### src/rtl/isp_pkg.sv
// Shared ISP definitions: feeder state encoding and the kernel-derived flush
// geometry that keeps the feeder and the demosaic stages in agreement.
package isp_pkg;

  typedef enum logic [1:0] {
    IDLE  = 2'd0,
    FRAME = 2'd1,
    FLUSH = 2'd2,
    DONE  = 2'd3
  } feeder_state_t;

  function automatic int unsigned boundary_width(input int unsigned kernel_size);
    return (kernel_size - 1) / 2;
  endfunction

  function automatic int unsigned flush_rows(input int unsigned kernel_size);
    return 2 + boundary_width(kernel_size) - 1;
  endfunction

endpackage

### src/rtl/bayer_frame_feeder_if.sv
// Pixel stream bundle: source side (iData/iValid/oReady) and the
// demosaic-facing side (oData/oValid, no backpressure).
interface bayer_frame_feeder_if;
  logic [7:0] iData;
  logic       iValid;
  logic       oReady;
  logic [7:0] oData;
  logic       oValid;

  modport master (output iData, iValid, input oReady, oData, oValid);
  modport slave  (input iData, iValid, output oReady, oData, oValid);
endinterface

### src/rtl/frame_pos_counter.sv
// Raster x/y position counter with enable, clear and a last-pixel flag.
module frame_pos_counter #(
  parameter int unsigned width  = 1920,
  parameter int unsigned height = 1080
) (
  input  logic        clk,
  input  logic        reset,
  input  logic        en,
  input  logic        clr,
  output logic [15:0] x,
  output logic [15:0] y,
  output logic        last
);

  localparam logic [15:0] XMAX = 16'(width - 1);
  localparam logic [15:0] YMAX = 16'(height - 1);

  always_ff @(posedge clk) begin
    if (reset || clr) begin
      x <= '0;
      y <= '0;
    end else if (en) begin
      if (x == XMAX) begin
        x <= '0;
        y <= (y == YMAX) ? '0 : y + 16'd1;
      end else begin
        x <= x + 16'd1;
      end
    end
  end

  assign last = (x == XMAX) && (y == YMAX);

endmodule

### src/rtl/bayer_frame_feeder.sv
// Feeds demosaic one frame at a time: source pixels 1:1, then width*flushRows
// zero pixels to drain the line buffers, then a one-cycle done pulse.
module bayer_frame_feeder
  import isp_pkg::*;
#(
  parameter int unsigned width      = 1920,
  parameter int unsigned height     = 1080,
  parameter int unsigned kernelSize = 7
) (
  input  logic                 clk,
  input  logic                 reset,
  input  logic                 iStart,
  bayer_frame_feeder_if.slave  px,
  output logic                 oBusy,
  output logic [15:0]          oX,
  output logic [15:0]          oY,
  output logic [15:0]          oFrameCnt,
  output logic                 oDone
);

  localparam int unsigned flushRows = flush_rows(kernelSize);
  localparam int unsigned FLUSH_PIX = width * flushRows;
  localparam int unsigned FCW       = $clog2(FLUSH_PIX + 1);
  localparam logic [FCW-1:0] FLUSH_LAST = FCW'(FLUSH_PIX - 1);

  feeder_state_t  state, state_nxt;
  logic [FCW-1:0] flushCnt;
  logic [15:0]    pos_x, pos_y;
  logic           pos_last;
  logic           xfer;

  frame_pos_counter #(
    .width  (width),
    .height (height)
  ) u_pos (
    .clk   (clk),
    .reset (reset),
    .en    (xfer),
    .clr   ((state == IDLE) && iStart),
    .x     (pos_x),
    .y     (pos_y),
    .last  (pos_last)
  );

  always_comb begin
    state_nxt = state;
    px.oReady = (state == FRAME);
    oBusy     = (state == FRAME) || (state == FLUSH);
    xfer      = px.iValid && (state == FRAME);
    case (state)
      IDLE:    if (iStart) state_nxt = FRAME;
      FRAME:   if (xfer && pos_last) state_nxt = FLUSH;
      FLUSH:   if (flushCnt == FLUSH_LAST) state_nxt = DONE;
      DONE:    state_nxt = IDLE;
      default: state_nxt = IDLE;
    endcase
  end

  always_ff @(posedge clk) begin
    if (reset) begin
      state     <= IDLE;
      px.oData  <= '0;
      px.oValid <= 1'b0;
      oDone     <= 1'b0;
      oFrameCnt <= '0;
      flushCnt  <= '0;
      oX        <= '0;
      oY        <= '0;
    end else begin
      state     <= state_nxt;
      px.oValid <= 1'b0;
      oDone     <= 1'b0;
      case (state)
        IDLE: begin
          if (iStart) begin
            oX <= '0;
            oY <= '0;
          end
        end
        FRAME: begin
          flushCnt <= '0;
          // oX/oY report the pixel just accepted, i.e. the counter before it advances
          if (xfer) begin
            px.oData  <= px.iData;
            px.oValid <= 1'b1;
            oX        <= pos_x;
            oY        <= pos_y;
          end
        end
        FLUSH: begin
          px.oData  <= '0;
          px.oValid <= 1'b1;
          flushCnt  <= flushCnt + FCW'(1);
        end
        DONE: begin
          oDone     <= 1'b1;
          oFrameCnt <= oFrameCnt + 16'd1;
        end
        default: ;
      endcase
    end
  end

endmodule

### src/flat_wrapper.sv
// flat-port wrapper written by rule: the top's interface ports become plain ports
module bayer_frame_feeder_flat import isp_pkg::*;
#(
  parameter int unsigned width      = 1920,
  parameter int unsigned height     = 1080,
  parameter int unsigned kernelSize = 7
)
  (clk, reset, iStart, oBusy, oX, oY, oFrameCnt, oDone, px_iData, px_iValid, px_oReady, px_oData, px_oValid);
  bayer_frame_feeder_if px_i ();
  input  logic clk;
  input  logic reset;
  input  logic iStart;
  output logic oBusy;
  output logic [15:0] oX;
  output logic [15:0] oY;
  output logic [15:0] oFrameCnt;
  output logic oDone;
  input wire logic [$bits(px_i.iData)-1:0] px_iData;
  input wire logic [$bits(px_i.iValid)-1:0] px_iValid;
  output wire logic [$bits(px_i.oReady)-1:0] px_oReady;
  output wire logic [$bits(px_i.oData)-1:0] px_oData;
  output wire logic [$bits(px_i.oValid)-1:0] px_oValid;
  assign px_i.iData = px_iData;
  assign px_i.iValid = px_iValid;
  assign px_oReady = px_i.oReady;
  assign px_oData = px_i.oData;
  assign px_oValid = px_i.oValid;
  bayer_frame_feeder #(.width(width), .height(height), .kernelSize(kernelSize)) u_core (.clk(clk), .reset(reset), .iStart(iStart), .px(px_i), .oBusy(oBusy), .oX(oX), .oY(oY), .oFrameCnt(oFrameCnt), .oDone(oDone));
endmodule
### config.mk
export PLATFORM = sky130hd
export DESIGN_NAME = bayer_frame_feeder_flat
export DESIGN_NICKNAME = d
export VERILOG_FILES = /design/src/rtl/isp_pkg.sv /design/src/rtl/bayer_frame_feeder_if.sv /design/src/rtl/frame_pos_counter.sv /design/src/rtl/bayer_frame_feeder.sv /design/src/flat_wrapper.sv
export SDC_FILE = /design/constraint.sdc
export NUM_CORES = 1
export LEC_CHECK = 0
export CAP_MARGIN = 0
export CORE_MARGIN = 8
export CORE_UTILIZATION = 49
export DETAILED_ROUTE_END_ITERATION = 8
export PLACE_DENSITY_LB_ADDON = 0.12
export SLEW_MARGIN = 30
export SYNTH_ARGS = -nofsm -noshare
export SYNTH_HDL_FRONTEND = slang
export SYNTH_HIERARCHICAL = 1
export SYNTH_SLANG_ARGS = --single-unit
export TNS_END_PERCENT = 1
### constraint.sdc
create_clock -name clk -period 2.25 [get_ports clk]
set_input_delay 0.3375 -clock clk [delete_from_list [all_inputs] [get_ports clk]]
set_output_delay 0.3375 -clock clk [all_outputs]
set_load 0.05 [all_outputs]
; ---- Yosys cells after proc, flatten, opt, wreduce, memory -nomap -nowiden
; Cells that the tools add are included.
[totals]
register_bits = 105
inputBits = 12
out_inout_bits = 60
wordCells = 54
[classes]
add_sub_neg = 4
eq_ne = 10
muxes = 17
n_reduce_logical = 13
[ops]
columns = cell, n
row1 = $mux W16, 5
row2 = $pmux W16 S2, 2
row3 = $add A16 B1 Y16 const B, 3
row4 = $eq A16 B11 Y1 const B, 2
row5 = $pmux W13 S2, 1
row6 = $pmux W8 S2, 1
row7 = $add A13 B1 Y13 const B, 1
row8 = $eq A13 B13 Y1 const B, 1
row9 = $mux W8, 1
row10 = $pmux W2 S4, 1
row11 = $mux W2, 3
row12 = $reduce_and A3 Y1, 2
row13 = $eq A2 B2 Y1 const B, 2
row14 = $logic_and A1 B1 Y1, 4
row15 = $ne A2 B1 Y1 const B, 2
row16 = $ne A2 B2 Y1 const B, 2
row17 = $reduce_and A2 Y1, 2
row18 = $reduce_bool A2 Y1, 2
row19 = $eq A2 B1 Y1 const B, 1
row20 = $logic_not A2 Y1, 1
row21 = $logic_or A1 B1 Y1, 2
row22 = $mux W1, 2
row23 = $pmux W1 S2, 1

; ---- Logic depth before layout (Yosys ltp)
[logic_depth]
depth_word = 5
depth_mapped = 10
depth_no_buf = 8

; ---- Modules after synthesis
; Netlist, hierarchy kept.
[by_module_without_submodules]
columns = module, instances, cells_per_inst, area_each_um2, seq_area_each_um2
row1 = bayer_frame_feeder, 1, 352, 3045.4, 1461.4
row2 = frame_pos_counter, 1, 186, 1664.1, 640.6

; ---- Worst setup path after synthesis
; OpenSTA, ideal clock, no wires.
[synth_path]
path_kind = register to register
from = reg u_core.state[1]
to = reg u_core.u_pos.y[9]
setup_time_ns = 0.084
arrival_ns = 2.733
t_required_ns = 2.166
slack_ns = -0.568
path_stages_with_launch = 11
n_path_buf = 2
period_less_slack_ns = 2.818
cell_sequence = dfxtp_1 > inv_1 > ha_1 > clkbuf_1 > and2_1 > nand3_1 > nor2_1 > nand4_1 > or2_1 > buf_6 > o31ai_2
[synth_via]
elab_chain_cells = 3
word_cells_on_any_way = 6
classes_between = 1 x eq/ne / 5 x reduce/logical
[synth_rtl]
columns = item, line_no
row1 = "start, declared", bayer_frame_feeder.sv:26  ; feeder_state_t state, state_nxt;
row2 = "start signal, assigned", bayer_frame_feeder.sv:70  ; state <= state_nxt;
row3 = $eq A2 B1 Y1, --
row4 = net px_oReady, flat_wrapper.sv:20  ; output wire logic [$bits(px_i.oReady)-1:0] px_oReady;
row5 = $logic_and A1 B1 Y1, bayer_frame_feeder.sv:49  ; xfer = px.iValid && (state == FRAME);
row6 = net u_core.xfer, bayer_frame_feeder.sv:30  ; logic xfer;
row7 = $reduce_and A2 Y1 (no source line), --
row8 = "end signal, assigned", frame_pos_counter.sv:25  ; y <= (y == YMAX) ? '0 : y + 16'd1;
row9 = "end, declared", frame_pos_counter.sv:11  ; output logic [15:0] y,
; The timed path passes the listed nets, and every way through them passes these cells.
; A chain may end at the register's enable or synchronous reset.

; ---- Worst setup path after layout
[layout_path]
from = reg u_core.state[0]
to = reg u_core.oFrameCnt[12]
[layout_via]
elab_chain_cells = 1
[layout_rtl]
columns = item, line_no
row1 = $eq A2 B2 Y1, bayer_frame_feeder.sv:73  ; case (state)
row2 = "end signal, assigned", bayer_frame_feeder.sv:97  ; oFrameCnt <= oFrameCnt + 16'd1;
row3 = "end, declared", bayer_frame_feeder.sv:17  ; output logic [15:0] oFrameCnt,
; No other way between the ends.

==> out/metrics.yaml <==
outcome:
  outcome: "completed"
clocking:
  clock_pin_slew_on_the_worst_setup_and_hold_paths_ns: 0.10
  cts.hold.buffers_added: 0
  cts_tree: "built"
  worstSkewPairLatency_ns: 0.36
  cts_root_buf: "clkbuf_8"
  clock-sinks: 105
  cts_max_path_buffers: 2
  number_of_buffers_added_by_the_clock_tree_synthesis_step: 9
  h_tree_depth_reported_by_cts: 3
yosys:
  syn-cell-area_um2: 4710
  synth_cell_types: 56
  dominantRegCellSynth: "dfxtp_1"
  postSynthCellCount: 538
  netlist_top_cells_area: "dfxtp_1, nand4_1, a21oi_1"
  synthDominantCellAreaShare_pct: 44.6
  ys_warn_count: 6
  async_flop_share_pct: 0
  yosys_register_bits: 105
  mean_post_synth_cell_area_um2: 8.75
  netlist.top_cell.by_area: "dfxtp_1"
  synth_fp_nets: 559
  synth-seq-area-share_pct: 44.6
  count_of_flip_flops_with_a_built_in_enable_after_synthesis: 0
place:
  detailedPlace.worstSlack_ns: 0.0605
  post_place_cell_area_um2: 5700
  gp_congestion: 0.822
  count_of_buffers_from_port_buffering: 71
  place_hpwl_um: 8610
sta:
  worstMarginPinSlew_ns: 0.543
  timing_hold_violations_final: 0
  final_critical_path_setup_slack_ns: 0.139
  fmaxAchievable_mhz: 474
  timing.final.crit_period_ns: 2.11
  timing.max_slew.rel_slack_pct: 63.6
  fin_crit_sh_pct: 93.8
  timing.final.max_slew_violations: 0
  totalNegativeSetupSlack_ns: 0
  report.final.setup_viol: 0
  skew_ns: 0.0111
  fin_worst_hold_slack_ns: 0.459
worst_setup_path:
  critical_path_arrival_ns: 2.41
  worst-setup-path-type: "reg -> reg"
  worst-r2r-cell-count: 5
  critical_path_peak_fanout: 7
  crit_required_ns: 2.55
  regToRegStartpoint: "u_core/state[0]$_SDFFE_PP0P_"
  crit_path_end_kind: "flop"
  r2r_slack_ns: 0.14
  critPathLaunch: "u_core/state[0]$_SDFFE_PP0P_"
  setup.worst_path.start_class: "flop"
  crit-reg2reg-capture: "u_core/oFrameCnt[12]$_SDFFE_PP0P_"
floorplan:
  floorplan.core_area_um2: 9280
  io-pin-count: 72
  die_h_um: 114
  placementRows: 35
  floorplan.die_area_um2: 13000
  starting_density_of_the_core_pct: 50.7
  die-width_um: 114
grt:
  groute.usage.overall_pct: 18.2
  gr-total-overflow: 0
  grt_antenna_before_repair: 0
  vias_in_the_first_global_route: 3924
  largest_net_degree_at_the_start_of_global_routing: 38
  grt_first_pass_wirelength_um: 19500
power:
  leakagePower_nw: 2.04
  max-vdd-ir-drop_uv: 474
  power.switching_fraction_pct: 35.3
  sequential_power_share_pct: 42.8
  p_sw_mw: 1.61
  cellInternalPower_mw: 2.95
  pwr-share-comb_pct: 28.4
  power_density_nw_per_um2: 770
  share_clk_of_total_power_pct: 28.7
drt:
  finalWirelength_um: 11800
  drt-initial-drc-count: 230
  vias: 4154
  drt_pre_antenna_iters: 4
  viasPerCell: 5.49
  ant_nets: 0
  route.detailed.drc: 0
  detail_route.wl_per_cell_um: 15.6
job:
  drv_cap: 0
worst_hold_path:
  worst_hold_path.num_cells: 2
  min_path_type: "reg -> reg"
  whs_endpoint: "u_core/oX[11]$_SDFFE_PP0P_"
  worstHoldStart: "u_core/oX[11]$_SDFFE_PP0P_"
finish:
  final_design_area_no_fill_um2: 5930
  n_antenna_cell: 0
  final_layout_size_suffix_gt1_share_pct: 12.9
  area_growth_syn_to_layout_pct: 25.9
  final_nets: 644
[cells in the mapped netlist (2+ instances only)]
master / instances
a21o_1: 2
a21oi_1: 47
a22oi_1: 7
a31o_1: 2
and2_1: 4
and3_1: 9
and4_1: 9
buf_2: 2
buf_4: 2
clkbuf_1: 26
clkbuf_8: 2
dfxtp_1: 105
ha_1: 9
inv_1: 9
mux2i_1: 5
nand2_1: 58
nand2b_1: 6
nand3_1: 18
nand4_1: 48
nor2_1: 60
nor2b_1: 5
nor3_1: 5
nor3b_1: 2
nor4_1: 2
o211ai_1: 5
o21ai_0: 11
o21ai_1: 3
o31ai_2: 7
o41ai_1: 2
or2_2: 3
or3_1: 5
or4_4: 2
xnor2_1: 14
xor2_1: 20
[worst max-delay path by stage]
| stage | endpoint | slack (ns) |
|---|---|---|
| floorplan | u_core/u_pos/y[9]$_SDFFE_PP0P_ | -0.04 |
| global placement | u_core/state[0]$_SDFFE_PP0P_ | 0.16 |
| detailed placement | u_core/state[0]$_SDFFE_PP0P_ | 0.06 |
| CTS | u_core/state[0]$_SDFFE_PP0P_ | 0.009 |
| global route | u_core/state[0]$_SDFFE_PP0P_ | -0.0009 |
| finish | u_core/oFrameCnt[12]$_SDFFE_PP0P_ | 0.14 |
[registers in the layout, summed over array words and instances, names as in the netlist]
| name | cells |
|---|---|
| u_core/oY | 16 |
| u_core/u_pos/y | 16 |
| u_core/oDone | 1 |
| u_core/u_pos/x | 16 |
| u_core/oX | 16 |
| u_core/state | 2 |
| u_core/oFrameCnt | 16 |
| u_core/px.oValid | 1 |
| u_core/flushCnt | 13 |
| u_core/px.oData | 8 |
[placed cells by master (no fill, tap or decap), drive strengths merged, types with 12 or more instances in the layout]
cell type	instances
dfxtp	105
clkdlybuf4s50	68
nor2	61
nand2	58
nand4	49
a21oi	47
buf	39
xor2	20
nand3	18
xnor2	14
o21ai	14
inv	12
[repair_timing]
item	4_1_cts	5_1_grt
resized for setup	0	1
setup buffers	0	1
endpoints found under the setup margin	0	2
[through the flow]
| stage | std cells | total power [mW] | util, % |
|---|---|---|---|
| 2_1_floorplan | 538 | 2.90 | - |
| 3_3_place_gp | 740 | 3.26 | 61.3 |
| 3_5_place_dp | 740 | 3.28 | 61.3 |
| 4_1_cts | 756 | 4.60 | 63.8 |
| 5_1_grt | 757 | 4.78 | 63.9 |
| 6_report | 757 | 4.57 | 63.9 |
[final cells by class]
class / instances / area (um2)
Inverter: 9 / 33.8
Fill cell: 851 / 3350
Multi-Input combinational cell: 391 / 2440
Clock buffer: 9 / 124
Sequential cell: 105 / 2100
Clock inverter: 7 / 100
Timing Repair Buffer: 107 / 971
Tap cell: 129 / 161
[kinds of logic after synthesis]
group	synth area share (%)
compound gates	13.5
simple gates	27.7
fa+ha+maj	2.39
xor+xnor	6.32
mux	1.30
buf+inv	4.14
flops	44.6
[worst max-delay path, stage by stage (launching register included)]
cell,delay (ns)
dfxtp_1,0.45
ha_1,0.40
nand4_4,0.17
or4_4,0.55
or3_1,0.33
a21oi_1,0.14
[power groups by stage]
stage	Sequential, mW	Clock, mW	Combinational, mW
floorplan	2.09	0	0.814
global placement	1.99	0	1.27
detailed placement	2.00	0	1.28
CTS	1.96	1.34	1.30
global route	1.96	1.41	1.41
finish	1.96	1.31	1.30
[metal layers]
| metal | GRT usage (%) | up-vias | part of all wire [%] |
|---|---|---|---|
| met4 | 4.88 | 0 | 0.76 |
| met3 | 4.44 | 9 | 5.2 |
| met2 | 31.3 | 90 | 50 |
| met1 | 22.1 | 1969 | 44 |
| li1 | - | 2086 | - |
| met5 | 0 | - | 0 |
Power figures use the tool's default switching activity.
